### src/rtl/min_max_ctrl.sv
// min_max_ctrl: sequencing controller for the min/max LED bar datapath.
// Runs a lamp self-test after reset or on request, accepts display configs
// over valid/ready, and generates the blink signal.
// Optional build macro MIN_MAX_CTRL_CLAMP_EN clamps normal-mode values into [min,max].
module min_max_ctrl #(
    parameter int VALSIZE     = 4,
    parameter int OSC_DIV     = 8,
    parameter int TEST_CYCLES = 16
) (
    input  logic               clk_i,
    input  logic               rst_ni,
    input  logic               cfg_valid_i,
    output logic               cfg_ready_o,
    input  logic [VALSIZE-1:0] cfg_min_i,
    input  logic [VALSIZE-1:0] cfg_max_i,
    input  logic [VALSIZE-1:0] cfg_value_i,
    input  logic               cfg_linear_i,
    input  logic               test_req_i,
    output logic [1:0]         com_o,
    output logic [VALSIZE-1:0] min_o,
    output logic [VALSIZE-1:0] max_o,
    output logic [VALSIZE-1:0] val_o,
    output logic               osc_o,
    output logic               busy_o,
    output logic               err_o
);
    localparam int PW = TEST_CYCLES > 1 ? $clog2(TEST_CYCLES) : 1;
    localparam int OW = OSC_DIV > 1 ? $clog2(OSC_DIV) : 1;
    localparam logic [PW-1:0] PHASE_LAST = PW'(TEST_CYCLES - 1);
    localparam logic [OW-1:0] OSC_LAST   = OW'(OSC_DIV - 1);
    localparam logic [1:0] T_OFF   = 2'd0;
    localparam logic [1:0] T_ON    = 2'd1;
    localparam logic [1:0] RUN     = 2'd2;
    localparam logic [1:0] COM_OFF = 2'b10;
    localparam logic [1:0] COM_ON  = 2'b11;

    logic [1:0]         state_q, state_d;
    logic [PW-1:0]      phase_q, phase_d;
    logic [OW-1:0]      osc_cnt_q, osc_cnt_d;
    logic               osc_q, osc_d;
    logic [VALSIZE-1:0] min_q, min_d, max_q, max_d, val_q, val_d;
    logic               mode_q, mode_d;
    logic [1:0]         com_q, com_d;
    logic               cfg_ready_q, cfg_ready_d;
    logic               busy_q, busy_d;
    logic               err_q, err_d;
    logic               xfer, cfg_ok, accept;
    logic [VALSIZE-1:0] val_in;

    // Lamp-test sequencer: each test phase lasts TEST_CYCLES cycles, RUN exits on request.
    always_comb begin
        state_d = state_q;
        phase_d = phase_q + 1'b1;
        if (state_q == RUN) begin
            phase_d = '0;
            state_d = test_req_i ? T_OFF : RUN;
        end else if (phase_q == PHASE_LAST) begin
            phase_d = '0;
            state_d = (state_q == T_OFF) ? T_ON : RUN;
        end
    end

    // Config intake: a transfer with min > max completes but only raises err.
    always_comb begin
        xfer   = cfg_valid_i & cfg_ready_q;
        cfg_ok = cfg_min_i <= cfg_max_i;
        accept = xfer & cfg_ok;
`ifdef MIN_MAX_CTRL_CLAMP_EN
        val_in = cfg_linear_i ? cfg_value_i :
                 (cfg_value_i < cfg_min_i) ? cfg_min_i :
                 (cfg_value_i > cfg_max_i) ? cfg_max_i : cfg_value_i;
`else
        val_in = cfg_value_i;
`endif
        min_d  = accept ? cfg_min_i : min_q;
        max_d  = accept ? cfg_max_i : max_q;
        val_d  = accept ? val_in : val_q;
        mode_d = accept ? cfg_linear_i : mode_q;
        err_d  = xfer & ~cfg_ok;
    end

    // Blink generator: free-running divider, phase restarts high on every accepted config.
    always_comb begin
        osc_cnt_d = (accept || osc_cnt_q == OSC_LAST) ? '0 : osc_cnt_q + 1'b1;
        osc_d     = accept ? 1'b1 : (osc_cnt_q == OSC_LAST) ? ~osc_q : osc_q;
    end

    // Status and command outputs follow the next state so they are registered yet in step.
    always_comb begin
        cfg_ready_d = state_d == RUN;
        busy_d      = ~cfg_ready_d;
        com_d       = (state_d == RUN) ? {1'b0, mode_d} : (state_d == T_ON) ? COM_ON : COM_OFF;
    end

    // State and output registers.
    always_ff @(posedge clk_i or negedge rst_ni) begin
        if (!rst_ni) begin
            state_q     <= T_OFF;
            phase_q     <= '0;
            osc_cnt_q   <= '0;
            osc_q       <= 1'b0;
            min_q       <= '0;
            max_q       <= '1;
            val_q       <= '0;
            mode_q      <= 1'b0;
            com_q       <= COM_OFF;
            cfg_ready_q <= 1'b0;
            busy_q      <= 1'b1;
            err_q       <= 1'b0;
        end else begin
            state_q     <= state_d;
            phase_q     <= phase_d;
            osc_cnt_q   <= osc_cnt_d;
            osc_q       <= osc_d;
            min_q       <= min_d;
            max_q       <= max_d;
            val_q       <= val_d;
            mode_q      <= mode_d;
            com_q       <= com_d;
            cfg_ready_q <= cfg_ready_d;
            busy_q      <= busy_d;
            err_q       <= err_d;
        end
    end

    assign cfg_ready_o = cfg_ready_q;
    assign com_o       = com_q;
    assign min_o       = min_q;
    assign max_o       = max_q;
    assign val_o       = val_q;
    assign osc_o       = osc_q;
    assign busy_o      = busy_q;
    assign err_o       = err_q;
endmodule
### config.mk
export PLATFORM = sky130hd
export DESIGN_NAME = min_max_ctrl
export DESIGN_NICKNAME = d
export VERILOG_FILES = /design/src/rtl/min_max_ctrl.sv
export SDC_FILE = /design/constraint.sdc
export NUM_CORES = 1
export LEC_CHECK = 0
export CAP_MARGIN = 25
export CORE_UTILIZATION = 40
export CTS_CLUSTER_SIZE = 16
export DETAILED_ROUTE_END_ITERATION = 16
export PLACE_DENSITY = 0.83
export SLEW_MARGIN = 10
export SYNTH_ARGS = -nofsm -noshare
export SYNTH_HDL_FRONTEND = slang
export SYNTH_SLANG_ARGS = --single-unit
### constraint.sdc
create_clock -name clk_i -period 1.4 [get_ports clk_i]
set_input_delay 0.14 -clock clk_i [delete_from_list [all_inputs] [get_ports clk_i]]
set_output_delay 0.14 -clock clk_i [all_outputs]
set_load 0.02 [all_outputs]
* Yosys cells after proc, flatten, opt, wreduce, memory -nomap -nowiden
Cells that the tools add are included.
** Storage, ports and cells
- Logic and storage cells :: 41
- Register bits :: 28
- Input port bits :: 17
** Cells by class
- Bitwise operators :: 6
- Mux-type cells :: 12
- Eq/ne operators :: 5
- Add/subtract/negate cells :: 2
- Reductions and logical operators :: 3
- Magnitude comparators :: 1
** Operators by type and width (number)
- 2-bit two-way mux :: 5
- 4-bit two-way mux :: 2
- 4-bit by 1-bit adder with 4-bit output, second input constant :: 1
- 2-bit equality test, second input constant :: 2
- 4-bit equality test, second input constant :: 1
- 4-bit less-or-equal comparator :: 1
- 1-bit two-way mux :: 4
- 3-bit by 1-bit adder with 3-bit output, second input constant :: 1
- 1-bit AND :: 3
- 3-bit equality test, second input constant :: 1
- 3-bit two-way mux :: 1
- 1-bit NOT :: 3
- 2-bit by 1-bit equality test with 1-bit output, second input constant :: 1
- 2-bit zero test :: 1
- 2-bit nonzero test :: 1
- 1-bit logical OR :: 1

* Longest topological paths before layout
- Word-level depth :: 7
- Depth in mapped cells :: 8
- Depth with buffers taken out :: 6

* Worst setup path after synthesis
No wires, ideal clock.
- Kind :: register to register
- Start :: register cfg_ready_q (netlist: cfg_ready_o)
- End :: register min_q[0] (netlist: min_o[0])
- Setup slack :: -256 ps
- Arrival :: 1531 ps
- Stages on the path, launching flop included :: 7
- Required time :: 1275 ps
- Clock period less this slack :: 1656 ps
- Buffers on the path :: 2
- Library setup time :: 125 ps
- Cells stage by stage :: dfrtp_1 -> nand2_1 -> a211o_1 -> o21a_1 -> buf_6 -> buf_12 -> mux2_4
** Between the ends
- Word-level cells in the longest chain between the ends :: 2
** RTL lines
- from (decl) :: line 44 : logic cfg_ready_q, cfg_ready_d;
- from (signal assigned) :: line 120 : cfg_ready_q <= cfg_ready_d;
- 1-bit AND :: line 65 : xfer = cfg_valid_i & cfg_ready_q;
- 1-bit AND :: line 67 : accept = xfer & cfg_ok;
- to (signal assigned) :: line 115 : min_q <= min_d;
- to (decl) :: line 41 : logic [VALSIZE-1:0] min_q, min_d, max_q, max_d, val_q, val_d;
No other way between the ends.
A chain may end at the register's enable or synchronous reset.

* Worst setup path in the final report
- Start :: input cfg_max_i[2]
- End :: register min_q[2] (netlist: min_o[2])
** Between the ends
- Word-level cells in the longest chain between the ends :: 2
** RTL lines
- from (decl) :: line 15 : input logic [VALSIZE-1:0] cfg_max_i,
- 4-bit less-or-equal comparator :: line 66 : cfg_ok = cfg_min_i <= cfg_max_i;
- 1-bit AND :: line 67
No other way between the ends.

==> results.py <==
metrics = {
    "floorplan": {
        "die-width_um": 57.4,
        "start_util_pct": 43.4,
        "rows": 19,
        "core_um2": 2830,
        "die_area_um2": 3300,
        "fp.dieH_um": 57.4,
        "pin_count": 35,
    },
    "sta": {
        "fin_crit_ns": 1.49,
        "hold_viol_final": 0,
        "relSlewSlack_pct": 77.6,
        "fin_setup_tns_ns": -0.561,
        "grt_setup_unrepaired": "yes",
        "worst_clock_skew_ns": 0.00754,
        "max_freq_mhz": 672,
        "setup_viol": 11,
        "worst_slew_pin_slew_ns": 0.336,
        "postLayoutSetupSlackWorst_ns": -0.0874,
        "fin_hold_ws_ns": 0.172,
        "drv_slew": 0,
        "fin_crit_sh_pct": 106,
    },
    "worst_setup_path": {
        "r2r_cells": 5,
        "r2r_setup_slack_ns": -0.08,
        "crit_family": "buffers and inverters",
        "worst_setup_path_start_kind": "input port",
        "worst-path-max-fanout": 8,
        "setup.worst_path.class": "input port to flip-flop",
        "endpoint_kind": "flip-flop",
        "critPathMaxStageDelay_ns": 0.30,
        "rr_startpoint": "cfg_ready_o$_DFF_PN0_",
        "slowest_stage": "ha_1",
        "cp.arrival_ns": 1.70,
        "crit_buf_inv": 3,
        "path_cells": "dlygate4sd2_1 > inv_1 > ha_1 > nand4_1 > or2_1 > o21a_2 > buf_6 > mux2_4",
        "r2r_end": "min_o[2]$_DFFE_PN0P_",
        "critPathRequiredTime_ns": 1.61,
    },
    "logic_synthesis": {
        "syn_inst": 89,
        "async_flop_share_pct": 100,
        "ys_types": 31,
        "synth_warnings": 0,
        "synthAdderAreaFrac_pct": 7.13,
        "synth-xor-area-share_pct": 2.14,
        "synth-simple-area-share_pct": 8.25,
        "synth.area.mux_share_pct": 13.4,
        "syn-cell-area_um2": 1230,
        "ys_ff_latch": 27,
        "syn_nets": 113,
        "synth_edf_count": 0,
        "synth_top_family_by_area": "multiplexers",
        "ys_seq_area_share_pct": 55.5,
        "synth_ff_type": "dfrtp_1",
        "syn_area_per_cell_um2": 13.8,
        "synth-compound-area-share_pct": 8.55,
    },
    "pwr": {
        "p_sw_share_pct": 35.5,
        "peakVddDrop_mv": 0.962,
        "p_leak_nw": 0.884,
        "combPwrFrac_pct": 45.5,
        "p_per_area_nw_per_um2": 1790,
        "netSwitchingPower_mw": 1.12,
        "power.internal_mw": 2.03,
        "p_seq_share_pct": 43.9,
        "clockPowerShare_pct": 10.6,
    },
    "cts": {
        "root_buffer": "clkbuf_4",
        "numCtsBuffers": 3,
        "h-tree-depth": 1,
        "clock_sinks": 27,
        "cts_tree": "yes",
        "insertion_delay_ns": 0.32,
        "path_clk_slew_ns": 0.14,
        "cts_hold_buf": 0,
        "clk_path_buf_depth": 2,
    },
    "final_layout": {
        "final_cell_area_um2": 1760,
        "diodes": 0,
        "drive_gt1_share_pct": 36.2,
        "fin_nets": 166,
        "fillers": 229,
        "area_growth_pct": 43.3,
        "fin_util_pct": 62.2,
    },
    "drt": {
        "vias": 872,
        "remaining_drc_errors": 3,
        "wl_per_cell_um": 15.4,
        "dr.pass1.iters": 10,
        "ant_nets": 0,
        "drt_iter0_drc": 27,
        "postRouteWirelength_mm": 2.65,
        "vias_per_cell": 5.07,
    },
    "global_route": {
        "grt_pass1_vias": 940,
        "grt_antenna_before_repair": 0,
        "grt-ovfl-total": 0,
        "grt_max_degree": 28,
        "grt_pass1_wl_mm": 4.44,
        "track_usage_pct": 17.6,
    },
    "run_status": {
        "status": "complete, but fails checks",
        "violations": "design-rule violations, negative setup slack",
    },
    "placement": {
        "place_ws_ns": -0.741,
        "place_area_um2": 1690,
        "io_buffers": 34,
        "place.detailed.hpwl_mm": 1.93,
        "globalplace.congestion": 0.727,
    },
    "job": {
        "maxCapViolCount": 0,
    },
    "hold_path": {
        "holdCritPathClass": "input port to asynchronous set/reset pin",
    },
}
-- layout make-up --
type | instances | area (um^2) | share of cell area, %
flip-flops and latches | 27 | 683 | 38.8
multi-input cells | 53 | 528 | 30.0
repair buffers | 51 | 454 | 25.8
well taps | 31 | 38.8 | 2.20
inverters | 6 | 30.0 | 1.71
clock buffers | 4 | 26.3 | 1.49
-- worst reg2reg max path, stage by stage (launching register included) --
cell     delay (ns)
dfrtp_2        0.39
nand2_2        0.07
a211o_1        0.24
o21a_2         0.23
buf_6          0.15
mux2_4         0.30
-- state kept, by name, indices dropped and copies added, names as in the netlist, 2 cells and up --
name / flops
max_o: 4
min_o: 4
osc_cnt_q: 3
phase_q: 4
state_q: 2
val_o: 4
-- Yosys cell counts (2+ instances only) --
cell type	number	area, um^2
dfrtp_1	22	551
mux2_2	8	90.1
ha_1	7	87.6
inv_1	6	22.5
dfstp_2	5	131
mux2_4	5	75.1
nand2_1	4	15.0
nor2b_1	3	18.8
a21o_1	2	15.0
a311oi_1	2	17.5
and3b_2	2	20.0
nand4_1	2	12.5
nor3b_1	2	15.0
xnor2_1	2	17.5
-- layout by cell type (no fill, tap or decap), drive strengths merged, types with 2 or more instances in the layout --
cell / netlist / layout
nor3b: 2 / 2
buf: 3 / 17
clkdlybuf4s50: 0 / 8
nand4: 2 / 2
dlygate4sd2: 0 / 23
a21o: 2 / 2
a311oi: 2 / 2
mux2: 13 / 13
and3b: 2 / 2
nand2: 4 / 4
dfstp: 5 / 5
xnor2: 2 / 2
nor2b: 3 / 3
clkbuf: 0 / 4
dfrtp: 22 / 22
ha: 7 / 7
inv: 6 / 6
clkdlybuf4s15: 0 / 2
-- metal layers --
metal | vias up | wire length, um | track usage, % | share of wire [%]
met2 | 23 | 1420 | 31.2 | 54
met5 | - | 0 | 0 | 0
met4 | 0 | 21 | 4.18 | 0.79
li1 | 421 | - | - | -
met1 | 426 | 1100 | 21.7 | 42
met3 | 2 | 103 | 3.63 | 3.9
-- how the worst max path moves through the flow --
stage                           from                    to  slack, ns  cells past startpoint
5_1_grt        cfg_ready_o$_DFF_PN0_  min_o[2]$_DFFE_PN0P_      -0.12                      5
3_3_place_gp            cfg_max_i[1]  min_o[0]$_DFFE_PN0P_      -0.71                      8
2_1_floorplan  cfg_ready_o$_DFF_PN0_  min_o[0]$_DFFE_PN0P_      -0.17                      6
3_5_place_dp            cfg_max_i[1]  min_o[1]$_DFFE_PN0P_      -0.74                      8
4_1_cts        cfg_ready_o$_DFF_PN0_  min_o[2]$_DFFE_PN0P_      -0.08                      5
6_report                cfg_max_i[2]  min_o[2]$_DFFE_PN0P_      -0.09                      8
-- what timing repair did --
item                       4_1_cts  5_1_grt
setup buffers                    2        3
setup endpoints to repair       36       18
pin swaps                        6        5
resized for setup               32        5
gates cloned                     1        0
-- stage by stage --
step / std cells / total power, mW
after CTS: 169 / 3.13
after detailed placement: 162 / 2.95
final: 172 / 3.16
after global routing: 172 / 3.37
after floorplan: 89 / 2.26
after global placement: 162 / 2.85
-- power groups by stage --
stage | Clock (mW) | Combinational [mW] | Sequential, mW
after floorplan | 0 | 0.622 | 1.64
after global placement | 0 | 1.47 | 1.38
after detailed placement | 0 | 1.53 | 1.42
after CTS | 0.342 | 1.40 | 1.39
after global routing | 0.373 | 1.57 | 1.43
final | 0.333 | 1.44 | 1.39
-- logic make-up (layout without fill, tap and decap cells) --
logic type / count (synthesis) / after routing
compound gates: 13 / 13
fa+ha+maj: 7 / 7
xor+xnor: 3 / 3
flops: 27 / 27
buf+inv: 9 / 61
simple gates: 17 / 17
mux: 13 / 13
Power figures use the tool's default switching activity.
